--- config.mk ---
export PLATFORM = sky130hd
export DESIGN_NAME = calf_traffic_gen
export DESIGN_NICKNAME = d
export VERILOG_FILES = /design/src/rtl/calf_traffic_gen_pkg.sv /design/src/rtl/calf_tg_fifo.sv /design/src/rtl/calf_traffic_gen.sv
export SDC_FILE = /design/constraint.sdc
export NUM_CORES = 1
export LEC_CHECK = 0
export BUFFER_PORTS_ARGS = -buffer_cell sky130_fd_sc_hd__clkbuf_2
export CORE_UTILIZATION = 40
export CTS_BUF_LIST = sky130_fd_sc_hd__clkbuf_4
export CTS_CLUSTER_DIAMETER = 30
export CTS_CLUSTER_SIZE = 20
export DETAILED_ROUTE_END_ITERATION = 8
export HOLD_SLACK_MARGIN = 0.15
export SYNTH_ARGS = -nofsm -noshare
export SYNTH_HDL_FRONTEND = slang
export SYNTH_HIERARCHICAL = 1
export SYNTH_SLANG_ARGS = --single-unit
--- constraint.sdc ---
create_clock -name clk -period 8.3 [get_ports clk]
set_input_delay 0.415 -clock clk [delete_from_list [all_inputs] [get_ports clk]]
set_output_delay 0.415 -clock clk [all_outputs]
set_load 0.1 [all_outputs]
--- src/rtl/calf_traffic_gen_pkg.sv ---
// Shared definitions for the CALF traffic generator: mode encodings,
// control-word field placement, and the LFSR used for rate and destination draws.
package calf_traffic_gen_pkg;

    // Injection modes selected by the mode input.
    typedef enum logic [1:0] {
        MODE_UNIFORM = 2'd0,
        MODE_FIXED   = 2'd1,
        MODE_HOTSPOT = 2'd2,
        MODE_IDLE    = 2'd3
    } tg_mode_e;

    // Galois feedback mask for x^16 + x^14 + x^13 + x^11 + 1 (right-shifting form).
    localparam logic [15:0] LFSR_TAPS = 16'hB400;

    // Control word layout, MSB to LSB: {valid, dest, src, seq}.
    localparam int CTRL_SEQ = 0;

    // Total control-word width.
    function automatic int ctrl_w(input int dest_w, input int seq_w);
        return 1 + 2 * dest_w + seq_w;
    endfunction

    // Bit offset of the source-id field.
    function automatic int ctrl_src(input int seq_w);
        return seq_w;
    endfunction

    // Bit offset of the destination-id field.
    function automatic int ctrl_dest(input int dest_w, input int seq_w);
        return seq_w + dest_w;
    endfunction

    // Bit position of the valid flag.
    function automatic int ctrl_valid(input int dest_w, input int seq_w);
        return seq_w + 2 * dest_w;
    endfunction

    // One step of the 16-bit Galois LFSR.
    function automatic logic [15:0] lfsr_next(input logic [15:0] s);
        return {1'b0, s[15:1]} ^ (s[0] ? LFSR_TAPS : 16'h0000);
    endfunction

    // An all-zero seed would lock the LFSR, so it is replaced by 1.
    function automatic logic [15:0] seed_fix(input logic [15:0] s);
        return (s == 16'h0000) ? 16'h0001 : s;
    endfunction

endpackage

--- src/rtl/calf_tg_fifo.sv ---
// Small first-word-fall-through FIFO holding pending injection flits.
// The head is presented combinationally; a push into a full FIFO is accepted
// when a pop happens in the same cycle.
module calf_tg_fifo #(
    parameter int WIDTH = 33,
    parameter int DEPTH = 4
) (
    input  logic             clk,
    input  logic             rst,
    input  logic             push_i,
    input  logic [WIDTH-1:0] wr_data_i,
    input  logic             pop_i,
    output logic [WIDTH-1:0] rd_data_o,
    output logic             full_o,
    output logic             empty_o
);
    localparam int AW    = (DEPTH > 1) ? $clog2(DEPTH) : 1;
    localparam int CNT_W = AW + 1;

    logic [WIDTH-1:0] mem_q [DEPTH];
    logic [AW-1:0]    wr_ptr_q, wr_ptr_d;
    logic [AW-1:0]    rd_ptr_q, rd_ptr_d;
    logic [CNT_W-1:0] count_q, count_d;
    logic             do_push, do_pop;

    assign empty_o   = (count_q == '0);
    assign full_o    = (count_q == CNT_W'(DEPTH));
    assign do_pop    = pop_i && !empty_o;
    assign do_push   = push_i && (!full_o || do_pop);
    assign rd_data_o = mem_q[rd_ptr_q];

    // Pointer and occupancy next-state.
    always_comb begin
        wr_ptr_d = wr_ptr_q;
        rd_ptr_d = rd_ptr_q;
        count_d  = count_q;
        if (do_push) begin
            wr_ptr_d = wr_ptr_q + AW'(1);
        end
        if (do_pop) begin
            rd_ptr_d = rd_ptr_q + AW'(1);
        end
        case ({do_push, do_pop})
            2'b10:   count_d = count_q + CNT_W'(1);
            2'b01:   count_d = count_q - CNT_W'(1);
            default: count_d = count_q;
        endcase
    end

    // Pointer and occupancy registers; reset empties the queue.
    always_ff @(posedge clk or posedge rst) begin
        if (rst) begin
            wr_ptr_q <= '0;
            rd_ptr_q <= '0;
            count_q  <= '0;
        end else begin
            wr_ptr_q <= wr_ptr_d;
            rd_ptr_q <= rd_ptr_d;
            count_q  <= count_d;
        end
    end

    // Storage write; contents are only visible through valid pointers, so no reset.
    always_ff @(posedge clk) begin
        if (do_push) begin
            mem_q[wr_ptr_q] <= wr_data_i;
        end
    end

endmodule

--- src/rtl/calf_traffic_gen.sv ---
// Per-node traffic generator and ejection checker for the CALF bufferless
// router. Rate-controlled flits are queued and offered to one router port;
// ejected flits are counted, destination-checked and latency-accounted.
module calf_traffic_gen
    import calf_traffic_gen_pkg::*;
#(
    parameter int          NNODES   = 16,
    parameter int          DEST_W   = 4,
    parameter int          MY_ID    = 0,
    parameter int          SEQ_W    = 8,
    parameter int          TS_W     = 16,
    parameter int          DATA_W   = 32,
    parameter int          QDEPTH   = 4,
    parameter int          MAX_PKTS = 1024,
    parameter int          HOTSPOT  = 0,
    parameter logic [15:0] SEED     = 16'hACE1
) (
    input  logic                         clk,
    input  logic                         rst,
    input  logic                         enable,
    input  logic [1:0]                   mode,
    input  logic [7:0]                   rate,
    input  logic [DEST_W-1:0]            fixed_dest,
    input  logic                         inj_ready,
    output logic                         inj_valid,
    output logic [1+2*DEST_W+SEQ_W-1:0]  inj_ctrl,
    output logic [DATA_W-1:0]            inj_data,
    input  logic [1+2*DEST_W+SEQ_W-1:0]  ej_ctrl,
    input  logic [DATA_W-1:0]            ej_data,
    output logic [31:0]                  sent_count,
    output logic [31:0]                  recv_count,
    output logic [15:0]                  err_count,
    output logic [15:0]                  drop_count,
    output logic [39:0]                  lat_sum,
    output logic [TS_W-1:0]              lat_max,
    output logic                         done
);
    localparam int CW        = ctrl_w(DEST_W, SEQ_W);
    localparam int FW        = CW + TS_W;
    localparam int V_BIT     = ctrl_valid(DEST_W, SEQ_W);
    localparam int DEST_LSB  = ctrl_dest(DEST_W, SEQ_W);
    localparam int GEN_W     = $clog2(MAX_PKTS + 1);
    localparam int NEXT_ID_I = (MY_ID + 1) % NNODES;

    localparam logic [15:0]       SEED_EFF  = seed_fix(SEED);
    localparam logic [DEST_W:0]   NN_W      = NNODES[DEST_W:0];
    localparam logic [DEST_W-1:0] MY_ID_W   = MY_ID[DEST_W-1:0];
    localparam logic [DEST_W-1:0] NEXT_ID_W = NEXT_ID_I[DEST_W-1:0];
    localparam logic [DEST_W-1:0] HOT_W     = HOTSPOT[DEST_W-1:0];
    localparam logic [GEN_W-1:0]  MAX_W     = MAX_PKTS[GEN_W-1:0];

    // Control inputs are sampled once so generation decisions use stable values.
    logic              en_q;
    tg_mode_e          mode_q;
    logic [7:0]        rate_q;
    logic [DEST_W-1:0] fdest_q;

    logic [TS_W-1:0]   cyc_q, cyc_d;
    logic [15:0]       lfsr_q, lfsr_d;
    logic [SEQ_W-1:0]  seq_q, seq_d;
    logic [GEN_W-1:0]  gen_q, gen_d;
    logic [31:0]       sent_q, sent_d;
    logic [31:0]       recv_q, recv_d;
    logic [15:0]       err_q, err_d;
    logic [15:0]       drop_q, drop_d;
    logic [39:0]       lat_sum_q, lat_sum_d;
    logic [TS_W-1:0]   lat_max_q, lat_max_d;
    logic              done_q, done_d;

    logic [DEST_W:0]   uni_ext;
    logic [DEST_W-1:0] uni_dest;
    logic [DEST_W-1:0] gen_dest;
    logic              gen_attempt, push, pop, drop;
    logic              fifo_full, fifo_empty;
    logic [FW-1:0]     fifo_wr, fifo_rd;

    logic              ej_valid;
    logic [DEST_W-1:0] ej_dest;
    logic [TS_W-1:0]   lat;
    logic [40:0]       lat_sum_ext;
    logic              unused_ej;

    // Destination choice: uniform draw folded into range and steered off this node,
    // optionally overridden by the fixed destination or the hotspot.
    always_comb begin
        uni_ext = {1'b0, lfsr_q[8 +: DEST_W]};
        if (uni_ext >= NN_W) begin
            uni_ext = uni_ext - NN_W;
        end
        uni_dest = uni_ext[DEST_W-1:0];
        if (uni_dest == MY_ID_W) begin
            uni_dest = NEXT_ID_W;
        end
        case (mode_q)
            MODE_FIXED:   gen_dest = fdest_q;
            MODE_HOTSPOT: gen_dest = (lfsr_q[11:8] == 4'd0) ? HOT_W : uni_dest;
            default:      gen_dest = uni_dest;
        endcase
    end

    assign gen_attempt = en_q && (mode_q != MODE_IDLE) && (gen_q < MAX_W) &&
                         (lfsr_q[7:0] < rate_q);
    assign pop         = !fifo_empty && inj_ready;
    assign push        = gen_attempt && (!fifo_full || pop);
    assign drop        = gen_attempt && fifo_full && !pop;
    assign fifo_wr     = {1'b1, gen_dest, MY_ID_W, seq_q, cyc_q};

    calf_tg_fifo #(
        .WIDTH (FW),
        .DEPTH (QDEPTH)
    ) u_fifo (
        .clk       (clk),
        .rst       (rst),
        .push_i    (push),
        .wr_data_i (fifo_wr),
        .pop_i     (pop),
        .rd_data_o (fifo_rd),
        .full_o    (fifo_full),
        .empty_o   (fifo_empty)
    );

    // Injection port shows the queue head, forced to zero while empty.
    assign inj_valid = !fifo_empty;
    assign inj_ctrl  = fifo_empty ? '0 : fifo_rd[FW-1:TS_W];

    generate
        if (DATA_W > TS_W) begin : g_pad
            assign inj_data = fifo_empty ? '0 : {{(DATA_W - TS_W){1'b0}}, fifo_rd[TS_W-1:0]};
        end else begin : g_nopad
            assign inj_data = fifo_empty ? '0 : fifo_rd[TS_W-1:0];
        end
    endgenerate

    // Ejection decode; latency is modular so a wrapped counter still measures correctly.
    assign ej_valid    = ej_ctrl[V_BIT];
    assign ej_dest     = ej_ctrl[DEST_LSB +: DEST_W];
    assign lat         = cyc_q - ej_data[TS_W-1:0];
    assign lat_sum_ext = {1'b0, lat_sum_q} + 41'(lat);
    assign unused_ej   = ^{ej_ctrl, ej_data};

    // Next-state for free-running state, generation bookkeeping and saturating counters.
    always_comb begin
        cyc_d     = cyc_q + TS_W'(1);
        lfsr_d    = lfsr_next(lfsr_q);
        seq_d     = seq_q;
        gen_d     = gen_q;
        sent_d    = sent_q;
        recv_d    = recv_q;
        err_d     = err_q;
        drop_d    = drop_q;
        lat_sum_d = lat_sum_q;
        lat_max_d = lat_max_q;
        done_d    = done_q | ((gen_q == MAX_W) && fifo_empty);
        if (push) begin
            seq_d = seq_q + SEQ_W'(1);
            gen_d = gen_q + GEN_W'(1);
        end
        if (pop && !(&sent_q)) begin
            sent_d = sent_q + 32'd1;
        end
        if (drop && !(&drop_q)) begin
            drop_d = drop_q + 16'd1;
        end
        if (ej_valid) begin
            if (!(&recv_q)) begin
                recv_d = recv_q + 32'd1;
            end
            if ((ej_dest != MY_ID_W) && !(&err_q)) begin
                err_d = err_q + 16'd1;
            end
            lat_sum_d = lat_sum_ext[40] ? '1 : lat_sum_ext[39:0];
            if (lat > lat_max_q) begin
                lat_max_d = lat;
            end
        end
    end

    // State registers; reset clears everything and reloads the LFSR seed.
    always_ff @(posedge clk or posedge rst) begin
        if (rst) begin
            en_q      <= 1'b0;
            mode_q    <= MODE_UNIFORM;
            rate_q    <= '0;
            fdest_q   <= '0;
            cyc_q     <= '0;
            lfsr_q    <= SEED_EFF;
            seq_q     <= '0;
            gen_q     <= '0;
            sent_q    <= '0;
            recv_q    <= '0;
            err_q     <= '0;
            drop_q    <= '0;
            lat_sum_q <= '0;
            lat_max_q <= '0;
            done_q    <= 1'b0;
        end else begin
            en_q      <= enable;
            mode_q    <= tg_mode_e'(mode);
            rate_q    <= rate;
            fdest_q   <= fixed_dest;
            cyc_q     <= cyc_d;
            lfsr_q    <= lfsr_d;
            seq_q     <= seq_d;
            gen_q     <= gen_d;
            sent_q    <= sent_d;
            recv_q    <= recv_d;
            err_q     <= err_d;
            drop_q    <= drop_d;
            lat_sum_q <= lat_sum_d;
            lat_max_q <= lat_max_d;
            done_q    <= done_d;
        end
    end

    assign sent_count = sent_q;
    assign recv_count = recv_q;
    assign err_count  = err_q;
    assign drop_count = drop_q;
    assign lat_sum    = lat_sum_q;
    assign lat_max    = lat_max_q;
    assign done       = done_q;

endmodule

==> impl_metrics.ini <==
[global_route]
antenna_found_initial = 4
grt_usage_pct = 17.19
grt_pass1_vias = 12070
grt_max_degree = 122
grt.overflow.total = 0
grt_pass1_wl_mm = 61.09

[routing]
vias = 11810
routedWlPerCell_um = 15.79
drt-total-wl_mm = 37.37
drtPass1Iterations = 5
vias_per_cell = 4.992
drt_iter0_markers = 437
drc = 0
antenna_left = 0

[synthesis]
synth_top_area_cell = dfrtp_1
synth.most_common_cell = dfrtp_1
ys.flop_type = dfrtp_1
synthDistinctLibCells = 94
syn_avg_cell_area_um2 = 12.48
ys_top_cells_by_count = 218 x dfrtp_1, 132 x edfxtp_1, 102 x xnor2_1, 94 x nand2_1, 74 x inv_1
netlist_instances = 1392
synth-edff-count = 132
yosysWarningCount = 6
async_reset_ff_share_pct = 63.13
syn_area_um2 = 17370
netlist_top_cells_area = dfrtp_1 31%, edfxtp_1 23%, xnor2_1 5.1%, ha_1 5.0%, mux4_2 4.3%
ys_ff_latch = 358
yosysSeqAreaShare_pct = 55.43
synth_top_area_share_pct = 31.40

[sta]
hold_violations = 0
setup_tns_ns = 0
tightest_slew_ns = 0.9944
max_clock_freq_mhz = 190.1
min_period_over_period_pct = 63.38
setup_ws_ns = 3.039
drv_slew = 0
rsz0062_at_grt = false
setup_viol = 0
clock_skew_ns = 0.05893
layout_min_cycle_time_ns = 5.261
relSlewSlack_pct = 33.50

[finish]
design_area_um2 = 20770
syn2layout_area_growth_pct = 19.53
regArea_um2 = 9630
fin_nets = 1854
nFillCells = 3913
drive_gt1_share_pct = 27.34
multi_input_area_um2 = 7283
fin_util_pct = 48.96

[setup_path]
path_buf_inv = 2
worst_path_max_delay_cell = nand2_1
criticalPathCategory = register to register
cp-end-kind = register
startpoint_type = register
crit_chain = inv_1 -> ha_1 -> inv_1 -> fa_1 -> a211o_1 -> a21oi_1 -> a21oi_1 -> a221oi_2 -> xnor2_1 -> ha_1 -> nor3_1 -> o21ai_0 -> nand3_1 -> o21ai_1 -> nand2_1 -> a41oi_1
cp_slowest_stage_delay_ns = 0.76
critPathTopFamily = compound AO/OA/AOI/OAI gates
required_ns = 8.95
crit_fanout = 25
cp.arrival_ns = 5.91

[clock_tree]
root_buffer = clkbuf_4
htreeDepth = 3
cts_buffer_depth = 3
clk_latency_ns = 0.77
clock-sinks = 358
cts_setup_buffers = 0
cts_tree = yes
clk_pin_slew_ns = 0.08
cts_buffers = 84

[hold_path]
min_path_type = input pin to register

[pwr]
leakagePower_nw = 9.228
powerDensity_nw_per_um2 = 390.4
ir_worst_vdd_mv = 0.3205

[die]
row_count = 75
die_y_um = 210.4
dieArea_um2 = 44270
num_io_pins = 270
fp.coreArea_um2 = 42420
dieWidth_um = 210.4
start_util_pct = 40.96

[placed_design]
placed_cell_area_um2 = 19110
numPortBuffers = 225
place.gp.congestion = 0.8481
pre_cts_slack_ns = 2.982
hpwlAfterDp_mm = 25.60

[status]
status = completed

[run]
max_cap_viol_count = 0
## logic make-up after synthesis
family | after synthesis | share of synthesized area [%]
AOI/OAI and AO/OA | 174 | 6.950
other | 2 | 0.04323
and+or+nand+nor | 442 | 14.60
muxes | 68 | 6.518
DFF | 358 | 55.43
buffers and inverters | 123 | 3.414
adders and majority gates | 73 | 5.387
xor gates and xnor gates | 152 | 7.663
## where the power goes
| group | total [mW] | switching (mW) | internal, mW |
|---|---|---|---|
| sequential | 2.42 | 0.252 | 2.17 |
| combinational | 3.79 | 2.95 | 0.845 |
| clock | 1.90 | 0.777 | 1.12 |
## sequential cells by signal (all words and copies together), names as in the netlist, 3 cells and up
signal and cells:
sent_count 32, recv_count 32, cyc_q 16, lat_sum 40, lat_max 16, fdest_q 4
err_count 16, u_fifo/mem_q 132, drop_count 16, rate_q 8, seq_q 8, lfsr_q 16
gen_q 11, u_fifo/count_q 3
## metrics by stage
stage,std cells,power (mW),hold slack (ns)
after global placement,2188,6.231,0.3378
after global routing,2366,8.524,0.2399
after detailed placement,2188,6.276,0.3457
after floorplan,1426,5.612,0.2184
final,2366,8.106,0.2613
after CTS,2362,8.225,0.1585
## worst reg2reg max path, cell delays in order, from the launching register on
cell	delay, ns
dfrtp_1	0.47
inv_1	0.11
ha_1	0.17
inv_1	0.06
fa_1	0.42
a211o_1	0.30
a21oi_1	0.26
a21oi_1	0.18
a221oi_2	0.28
xnor2_1	0.17
ha_1	0.42
nor3_1	0.08
o21ai_0	0.37
nand3_1	0.12
o21ai_1	0.62
nand2_1	0.76
a41oi_1	0.42
## placed cells by master, fill, tap and decap left out, drive strengths merged, types with 10 or more instances in the layout
cell,count
mux2,28
edfxtp,132
nor4,14
inv,83
nor3,28
and2,15
and3,26
mux4,33
a21oi,46
a211oi,10
nor2,58
ha,70
bufinv,17
and4,20
o211ai,15
clkinv,29
nand4,47
dlygate4sd3,17
nor2b,39
clkbuf,321
xor2,50
nand3,65
dfrtp,218
nand2,94
xnor2,102
conb,36
a31oi,12
o21ai,26
## path summary, 6_finish.rpt
| path | from | depth (start not counted) | to | slack [ns] |
|---|---|---|---|---|
| setup / recovery | cyc_q[0] | 16 | lat_sum[37] | 3.04 |
| hold / removal | ej_ctrl[14] | 4 | err_count[0] | 0.26 |
| setup reg to reg | cyc_q[0] | 16 | lat_sum[37] | 3.04 |
| hold reg to reg | lfsr_q[12] | 0 | lfsr_q[11] | 0.36 |
| max in group asynchronous | rst | 4 | cyc_q[12] | 6.62 |
| min in group asynchronous | rst | 3 | seq_q[5] | 0.42 |
## per-layer routing
layer	up-vias	global-route usage [%]	part of all wire [%]	wire (µm)
met4	0	7.471	2.5	931
met2	267	27.68	47	17660
met5	-	0	0	0
li1	5761	-	-	-
met3	71	4.708	6.2	2334
met1	5713	21.74	44	16440
## timing repair
action	4_1_cts	5_1_grt
hold endpoints to repair	133	0
hold buffers	17	0
gates resized for setup	0	0
## cell type report
cell class / instances / area share [%]
sequential: 358 / 46.38
multi-input combinational: 945 / 35.07
antenna: 4 / 0.04820
clock inverter: 61 / 3.633
inverter: 75 / 1.392
timing repair buffer: 250 / 6.531
tap: 577 / 3.477
clock buffer: 96 / 3.471
Power figures use the tool's default switching activity.
